`src/rtl/pedestrian_request_if.sv`:
```
// rtl/pedestrian_request_if.sv - button/controller signal bundle for the pedestrian request conditioner
interface pedestrian_request_if;
  logic       button_raw;
  logic       green_active;
  logic       request;
  logic       pending;
  logic [7:0] press_cnt;

  modport master (
    output button_raw,
    output green_active,
    input  request,
    input  pending,
    input  press_cnt
  );

  modport slave (
    input  button_raw,
    input  green_active,
    output request,
    output pending,
    output press_cnt
  );
endinterface

```
`src/rtl/pedestrian_request.sv`:
```
// rtl/pedestrian_request.sv - synchronise, debounce and latch pedestrian presses into a one-cycle request
module pedestrian_request #(
  parameter int DEBOUNCE_CYCLES = 1000000,
  parameter int MIN_GREEN       = 5000000,
  parameter int CNT_W           = 32
) (
  input logic                 clk,
  input logic                 rst_n,
  pedestrian_request_if.slave bus
);

  typedef enum logic [1:0] {
    IDLE    = 2'd0,
    PENDING = 2'd1,
    FIRE    = 2'd2
  } state_t;

  localparam logic [CNT_W-1:0] DB_LAST   = CNT_W'(DEBOUNCE_CYCLES - 1);
  localparam logic [CNT_W-1:0] GREEN_MAX = CNT_W'(MIN_GREEN);

  logic             s1;
  logic             s2;
  logic             db_level;
  logic             db_level_d;
  logic             press;
  logic [CNT_W-1:0] db_cnt;
  logic [CNT_W-1:0] green_cnt;
  logic [7:0]       press_cnt_q;
  logic             request_q;
  logic             request_nxt;
  state_t           state;
  state_t           state_nxt;

  // Two-flop synchroniser for the asynchronous button
  always_ff @(posedge clk or negedge rst_n) begin
    if (!rst_n) begin
      s1 <= 1'b0;
      s2 <= 1'b0;
    end else begin
      s1 <= bus.button_raw;
      s2 <= s1;
    end
  end

  // Debounce: the level follows s2 only after it has differed for DEBOUNCE_CYCLES cycles in a row
  always_ff @(posedge clk or negedge rst_n) begin
    if (!rst_n) begin
      db_level <= 1'b0;
      db_cnt   <= '0;
    end else if (s2 == db_level) begin
      db_cnt <= '0;
    end else if (db_cnt == DB_LAST) begin
      db_level <= s2;
      db_cnt   <= '0;
    end else begin
      db_cnt <= db_cnt + 1'b1;
    end
  end

  // Delayed debounced level for rising-edge detection
  always_ff @(posedge clk or negedge rst_n) begin
    if (!rst_n) begin
      db_level_d <= 1'b0;
    end else begin
      db_level_d <= db_level;
    end
  end

  assign press = db_level & ~db_level_d;

  // Count every debounced press, absorbed ones included; wraps naturally at 8 bits
  always_ff @(posedge clk or negedge rst_n) begin
    if (!rst_n) begin
      press_cnt_q <= 8'd0;
    end else if (press) begin
      press_cnt_q <= press_cnt_q + 8'd1;
    end
  end

  // Green timer: consecutive green cycles, saturating so it never wraps during a long green
  always_ff @(posedge clk or negedge rst_n) begin
    if (!rst_n) begin
      green_cnt <= '0;
    end else if (!bus.green_active) begin
      green_cnt <= '0;
    end else if (green_cnt != GREEN_MAX) begin
      green_cnt <= green_cnt + 1'b1;
    end
  end

  // State and registered request pulse
  always_ff @(posedge clk or negedge rst_n) begin
    if (!rst_n) begin
      state     <= IDLE;
      request_q <= 1'b0;
    end else begin
      state     <= state_nxt;
      request_q <= request_nxt;
    end
  end

  // Next state: latch a press, fire once green has run long enough, re-arm if green vanished under the pulse
  always_comb begin
    state_nxt   = state;
    request_nxt = 1'b0;
    case (state)
      IDLE: begin
        if (press) begin
          state_nxt = PENDING;
        end
      end
      PENDING: begin
        if (bus.green_active && (green_cnt == GREEN_MAX)) begin
          state_nxt   = FIRE;
          request_nxt = 1'b1;
        end
      end
      FIRE: begin
        state_nxt = bus.green_active ? IDLE : PENDING;
      end
      default: begin
        state_nxt = IDLE;
      end
    endcase
  end

  assign bus.request   = request_q;
  assign bus.pending   = (state != IDLE);
  assign bus.press_cnt = press_cnt_q;

endmodule
```
`src/flat_wrapper.sv`:
```
// flat-port wrapper written by rule: the top's interface ports become plain ports
module pedestrian_request_flat 
#(
  parameter int DEBOUNCE_CYCLES = 1000000,
  parameter int MIN_GREEN       = 5000000,
  parameter int CNT_W           = 32
)
  (clk, rst_n, bus_button_raw, bus_green_active, bus_request, bus_pending, bus_press_cnt);
  pedestrian_request_if bus_i ();
  input logic clk;
  input logic rst_n;
  input wire logic [$bits(bus_i.button_raw)-1:0] bus_button_raw;
  input wire logic [$bits(bus_i.green_active)-1:0] bus_green_active;
  output wire logic [$bits(bus_i.request)-1:0] bus_request;
  output wire logic [$bits(bus_i.pending)-1:0] bus_pending;
  output wire logic [$bits(bus_i.press_cnt)-1:0] bus_press_cnt;
  assign bus_i.button_raw = bus_button_raw;
  assign bus_i.green_active = bus_green_active;
  assign bus_request = bus_i.request;
  assign bus_pending = bus_i.pending;
  assign bus_press_cnt = bus_i.press_cnt;
  pedestrian_request #(.DEBOUNCE_CYCLES(DEBOUNCE_CYCLES), .MIN_GREEN(MIN_GREEN), .CNT_W(CNT_W)) u_core (.clk(clk), .rst_n(rst_n), .bus(bus_i));
endmodule
```
`config.mk`:
```
export PLATFORM = sky130hd
export DESIGN_NAME = pedestrian_request_flat
export DESIGN_NICKNAME = d
export VERILOG_FILES = /design/src/rtl/pedestrian_request_if.sv /design/src/rtl/pedestrian_request.sv /design/src/flat_wrapper.sv
export SDC_FILE = /design/constraint.sdc
export NUM_CORES = 1
export LEC_CHECK = 0
export BUFFER_PORTS_ARGS = -buffer_cell sky130_fd_sc_hd__buf_4
export CELL_PAD_IN_SITES_DETAIL_PLACEMENT = 0
export CELL_PAD_IN_SITES_GLOBAL_PLACEMENT = 1
export CORE_UTILIZATION = 49
export DETAILED_ROUTE_END_ITERATION = 12
export GPL_TIMING_DRIVEN = 0
export PLACE_DENSITY = 0.86
export SETUP_SLACK_MARGIN = 0.4
export SKIP_CTS_REPAIR_TIMING = 1
export SYNTH_ARGS = -nofsm -noshare
export SYNTH_HDL_FRONTEND = slang
export SYNTH_SLANG_ARGS = --single-unit
```
`constraint.sdc`:
```
create_clock -name clk -period 2.96 [get_ports clk]
set_clock_uncertainty 0.2 [all_clocks]
set_input_delay 0.296 -clock clk [delete_from_list [all_inputs] [get_ports clk]]
set_output_delay 0.296 -clock clk [all_outputs]
set_load 0.01 [all_outputs]
```
* Word-level counts from Yosys, hierarchy flattened
Cells that the tools add are included.
** Storage, ports and cells
- Output and inout bits :: 10
- Bits in registers :: 79
- Word-level logic and storage cells :: 39
- Input port bits :: 4
** Operators by class
- Equal/unequal tests :: 9
- Bitwise logic cells :: 3
- Add/sub/neg operators :: 3
- Muxes and demuxes :: 10
- Reductions and logical operators :: 5
** Operators by type and width (number)
- two-way mux 32 bit :: 4
- adder 32 x 1 -> 32 bit (second input constant) :: 2
- equality test 32 x 20 -> 1 bit (second input constant) :: 1
- equality test 32 x 23 -> 1 bit (second input constant) :: 1
- != test 32 x 23 -> 1 bit (second input constant) :: 1
- adder 8 x 1 -> 8 bit (second input constant) :: 1
- != test 2 x 1 -> 1 bit (second input constant) :: 3
- one-hot mux 2 bit (3 select lines) :: 1
- two-way mux 2 bit :: 2
- AND reduction 2 bit :: 2
- two-way mux 1 bit :: 3
- equality test 2 x 1 -> 1 bit (second input constant) :: 1
- equality test 2 bit (second input constant) :: 1
- zero test 2 bit :: 1
- NOT 1 bit :: 2
- nonzero test 2 bit :: 1
- bitwise AND 1 bit :: 1
- equality test 1 bit :: 1
- logical AND 1 bit :: 1

* Longest topological paths before layout
- Depth after elaboration :: 4
- Mapped depth :: 7
- Gate-level depth less buffers :: 6

* Worst setup path before layout
Ideal clock, no wire load.
- Kind :: register -> register
- Start point :: register u_core.db_cnt[0]
- End point :: register u_core.db_cnt[26]
- Required time :: 2682 ps
- Stages on the path, launching flop included :: 7
- Path buffers :: 1
- Clock period less this slack :: 2240 ps
- Arrival time :: 1962 ps
- Setup slack :: 720 ps
- Library setup time :: 78 ps
- Path through :: dfrtp_1 ha_1 inv_1 or4_1 buf_2 or4_1 a21oi_1
** Between the ends
- Word-level cells in the longest chain between the ends :: 3
** Ends and longest elaborated chain
- from (decl) :: line pedestrian_request.sv:26 : logic [CNT_W-1:0] db_cnt;
- from (signal assigned) :: line pedestrian_request.sv:56 : db_cnt <= db_cnt + 1'b1;
- adder 32 x 1 -> 32 bit / equality test 32 x 20 -> 1 bit (equally long branches) :: line pedestrian_request.sv:56, pedestrian_request.sv:52
- two-way mux 32 bit (*) :: line pedestrian_request.sv:52 : end else if (db_cnt == DB_LAST) begin
- two-way mux 32 bit (*) :: line pedestrian_request.sv:50 : end else if (s2 == db_level) begin
Every way passes the cells marked *; elsewhere a longest branch is shown, timed or not.
A chain may end at the register's enable or synchronous reset.

* Worst setup path after layout
- Start point :: register u_core.green_cnt[0]
- End point :: register u_core.green_cnt[26]
** Between the ends
- Word-level cells in the longest chain between the ends :: 3
** Ends and longest elaborated chain
- from (decl) :: line pedestrian_request.sv:27 : logic [CNT_W-1:0] green_cnt;
- from (signal assigned) :: line pedestrian_request.sv:87 : green_cnt <= green_cnt + 1'b1;
- adder 32 x 1 -> 32 bit :: line pedestrian_request.sv:87
- two-way mux 32 bit :: line pedestrian_request.sv:86 : end else if (green_cnt != GREEN_MAX) begin
- two-way mux 32 bit :: line pedestrian_request.sv:84 : end else if (!bus.green_active) begin
Parallel ways exist; a longest one is shown, timed or not. The select of a mux whose other input is x is not followed.

==> flow_summary.json <==
{
  "fp.dieH_microns": 92.8,
  "path_class": "reg -> reg",
  "reg2reg_from": "u_core.green_cnt[0]",
  "netlist_top_cells_count": "79 x dfrtp_1, 32 x a21oi_1, 29 x nand2_1",
  "insertion_delay_ns": 0.35,
  "slew_violations": 0,
  "crit_buf_inv": 2,
  "wire_per_inst_microns": 15.7,
  "avgSynthCellArea_sq_um": 9.69,
  "cts_buffers": 9,
  "min_path_cells": 0,
  "final_nets": 450,
  "startpoint_type": "register",
  "ios": 14,
  "hpwl_microns": 5740,
  "hp-start": "u_core.s1",
  "die_w_microns": 92.8,
  "p_per_area_nw_per_um2": 446,
  "crit_path_max_fanout": 10,
  "holdWs_ns": 0.170,
  "cts_sinks": 79,
  "regArea_sq_um": 1980,
  "syn2layout_area_growth_pct": 12.0,
  "start_util_pct": 51.5,
  "yosys.area_share.simple_pct": 28.2,
  "grt_pass1_vias": 3138,
  "cp-end-kind": "register",
  "drc": 0,
  "grt_max_degree": 80,
  "clk_pin_slew_ns": 0.08,
  "grt_overflow_total": 0,
  "htreeDepth": 3,
  "synth_xor_area_share_pct": 6.28,
  "synth_fa_ha_area_share_pct": 1.24,
  "vias": 3305,
  "grt_usage_pct": 21.8,
  "status": "completed",
  "ys_ff_latch": 79,
  "yosysWarningCount": 0,
  "worstPathCellList": "ha_2 > nand3_1 > or2_2 > clkbuf_1 > clkbuf_2 > nor4_1 > mux2i_1",
  "fp-row-count": 32,
  "synthCells": 417,
  "netlist_area_sq_um": 4040,
  "wirelength_microns": 8620,
  "synth_top_family_by_area": "simple AND/OR/NAND/NOR gates",
  "slowest_delay_ns": 0.45,
  "final.period_utilization_pct": 83.2,
  "holdCritPathClass": "reg -> reg",
  "clk_path_buf_depth": 2,
  "synth.most_common_cell": "dfrtp_1",
  "timing.rr.end": "u_core.green_cnt[26]",
  "r2r_cells": 7,
  "hold_viol": 0,
  "detail-route-antenna-nets": 0,
  "core_sq_um": 7850,
  "worstPathArrival_ns": 2.53,
  "r2r_slack_ns": 0.50,
  "drt-initial-drc-count": 203,
  "fmax_ghz": 0.406,
  "grt_first_pass_wirelength_microns": 15000,
  "cp_top_family": "simple AND/OR/NAND/NOR gates",
  "grt_setup_unrepaired": "false",
  "min_to": "u_core.s2",
  "n_antenna_cell": 0,
  "die-area_sq_um": 8620,
  "syn_nets": 425,
  "synth_ff_type": "dfrtp_1",
  "power_leakage_nw": 1.77,
  "gp_congestion": 0.815,
  "maxSlewHeadroom_pct": 34.3,
  "required_ns": 3.03,
  "drive_above_1_share_pct": 9.84,
  "cts.root.buffer_cell": "clkbuf_8",
  "antenna_found_initial": 0,
  "critPathSlowestCell": "dfrtp_1",
  "synth_compound_area_share_pct": 10.4,
  "synthArstFlopShare_pct": 100,
  "fill_cells": 699,
  "cts_tree": "built",
  "synth.distinct_cells": 36,
  "multi_input_area_sq_um": 1980,
  "yosysSeqAreaShare_pct": 48.9,
  "vdd_ir_drop_max_mv": 0.211,
  "drv_cap": 0,
  "synth_area_leaders": "dfrtp_1 49%, or4_1 4.6%, o31ai_1 4.3%",
  "synth_top_area_share_pct": 48.9,
  "dr.pass1.iters": 4,
  "fin_tns_setup_ns": 0,
  "synth_edf_count": 0,
  "tightestPinTransition_ns": 0.985,
  "setup_viol": 0,
  "netlist.top_cell.by_area": "dfrtp_1",
  "period_needed_ns": 2.46,
  "io_buffers": 12,
  "synth_mux_area_share_pct": 2.29,
  "routed_via_density": 6.02
}
power breakdown:
group / internal (mW) / switching (mW)
combinational: 0.0189 / 0.0508
clock: 0.460 / 0.391
sequential: 1.09 / 0.0118
total: 1.57 / 0.453
cells by family after synthesis:
kind of cell | Yosys count
mux | 9
flops | 79
compound gates | 70
buf+inv | 29
simple gates | 197
fa+ha+maj | 4
xor+xnor | 29
flip-flops by register name (all words and copies together) (netlist names):
name / cells
u_core.db_level: 1
u_core.s2: 1
u_core.bus.press_cnt: 8
u_core.db_level_d: 1
u_core.bus.request: 1
u_core.db_cnt: 32
u_core.state: 2
u_core.green_cnt: 32
u_core.s1: 1
placed cells by master (no fill, tap or decap), types with 2 or more instances in the layout:
cell,Yosys,layout
nand4_1,16,16
o31ai_1,23,23
buf_4,0,12
and4_1,13,13
or4_1,25,25
a21oi_1,32,32
nor2_1,27,27
nor4b_1,6,6
or3_1,10,10
xor2_1,18,18
o21ai_0,11,11
dlygate4sd3_1,0,2
nor3_1,8,8
clkbuf_1,17,12
xnor2_1,11,11
dfrtp_1,79,79
or2_2,3,3
nand3_1,28,28
nand2b_1,8,8
inv_1,10,10
clkbuf_2,0,7
mux2i_1,7,7
nand2_1,29,29
mux2_2,2,2
clkbuf_8,0,12
nor4_2,0,2
nor2b_1,2,2
and3_1,4,4
nor4_1,13,11
ha_1,4,2
worst max path at each step:
stage,endpoint,depth (start not counted),from
2_1_floorplan,u_core.db_cnt[26],6,u_core.db_cnt[0]
3_3_place_gp,u_core.green_cnt[28],7,u_core.green_cnt[0]
3_5_place_dp,u_core.green_cnt[28],7,u_core.green_cnt[0]
4_1_cts,u_core.green_cnt[28],7,u_core.green_cnt[0]
5_1_grt,u_core.green_cnt[29],6,u_core.green_cnt[2]
6_report,u_core.green_cnt[26],7,u_core.green_cnt[0]
through the flow:
stage | total power, mW | utilization (%) | setup slack (ns) | cell area [sq um] | instances
2_1_floorplan | 1.15 | - | 0.720 | 4040 | 417
3_3_place_gp | 1.19 | 54.3 | 0.432 | 4260 | 531
3_5_place_dp | 1.19 | 54.3 | 0.414 | 4260 | 531
4_1_cts | 2.03 | 57.0 | 0.400 | 4470 | 547
5_1_grt | 2.09 | 57.7 | 0.403 | 4530 | 549
6_report | 2.02 | 57.7 | 0.498 | 4530 | 549
layout make-up:
cell class	instances	area share, %
clock inverters	2	0.829
clock buffers	14	3.81
repair buffers	14	2.43
plain buffers	19	1.80
flip-flops and latches	79	43.7
well taps	102	2.82
multi-input cells	309	43.8
inverters	10	0.829
layer usage:
layer  part of all wire (%)  track usage, %
met1                     51            32.6
met5                      0               0
met2                     44            32.0
met4                    1.4            7.31
met3                    3.6            3.53
No activity file was read; power rests on OpenSTA's default activity.
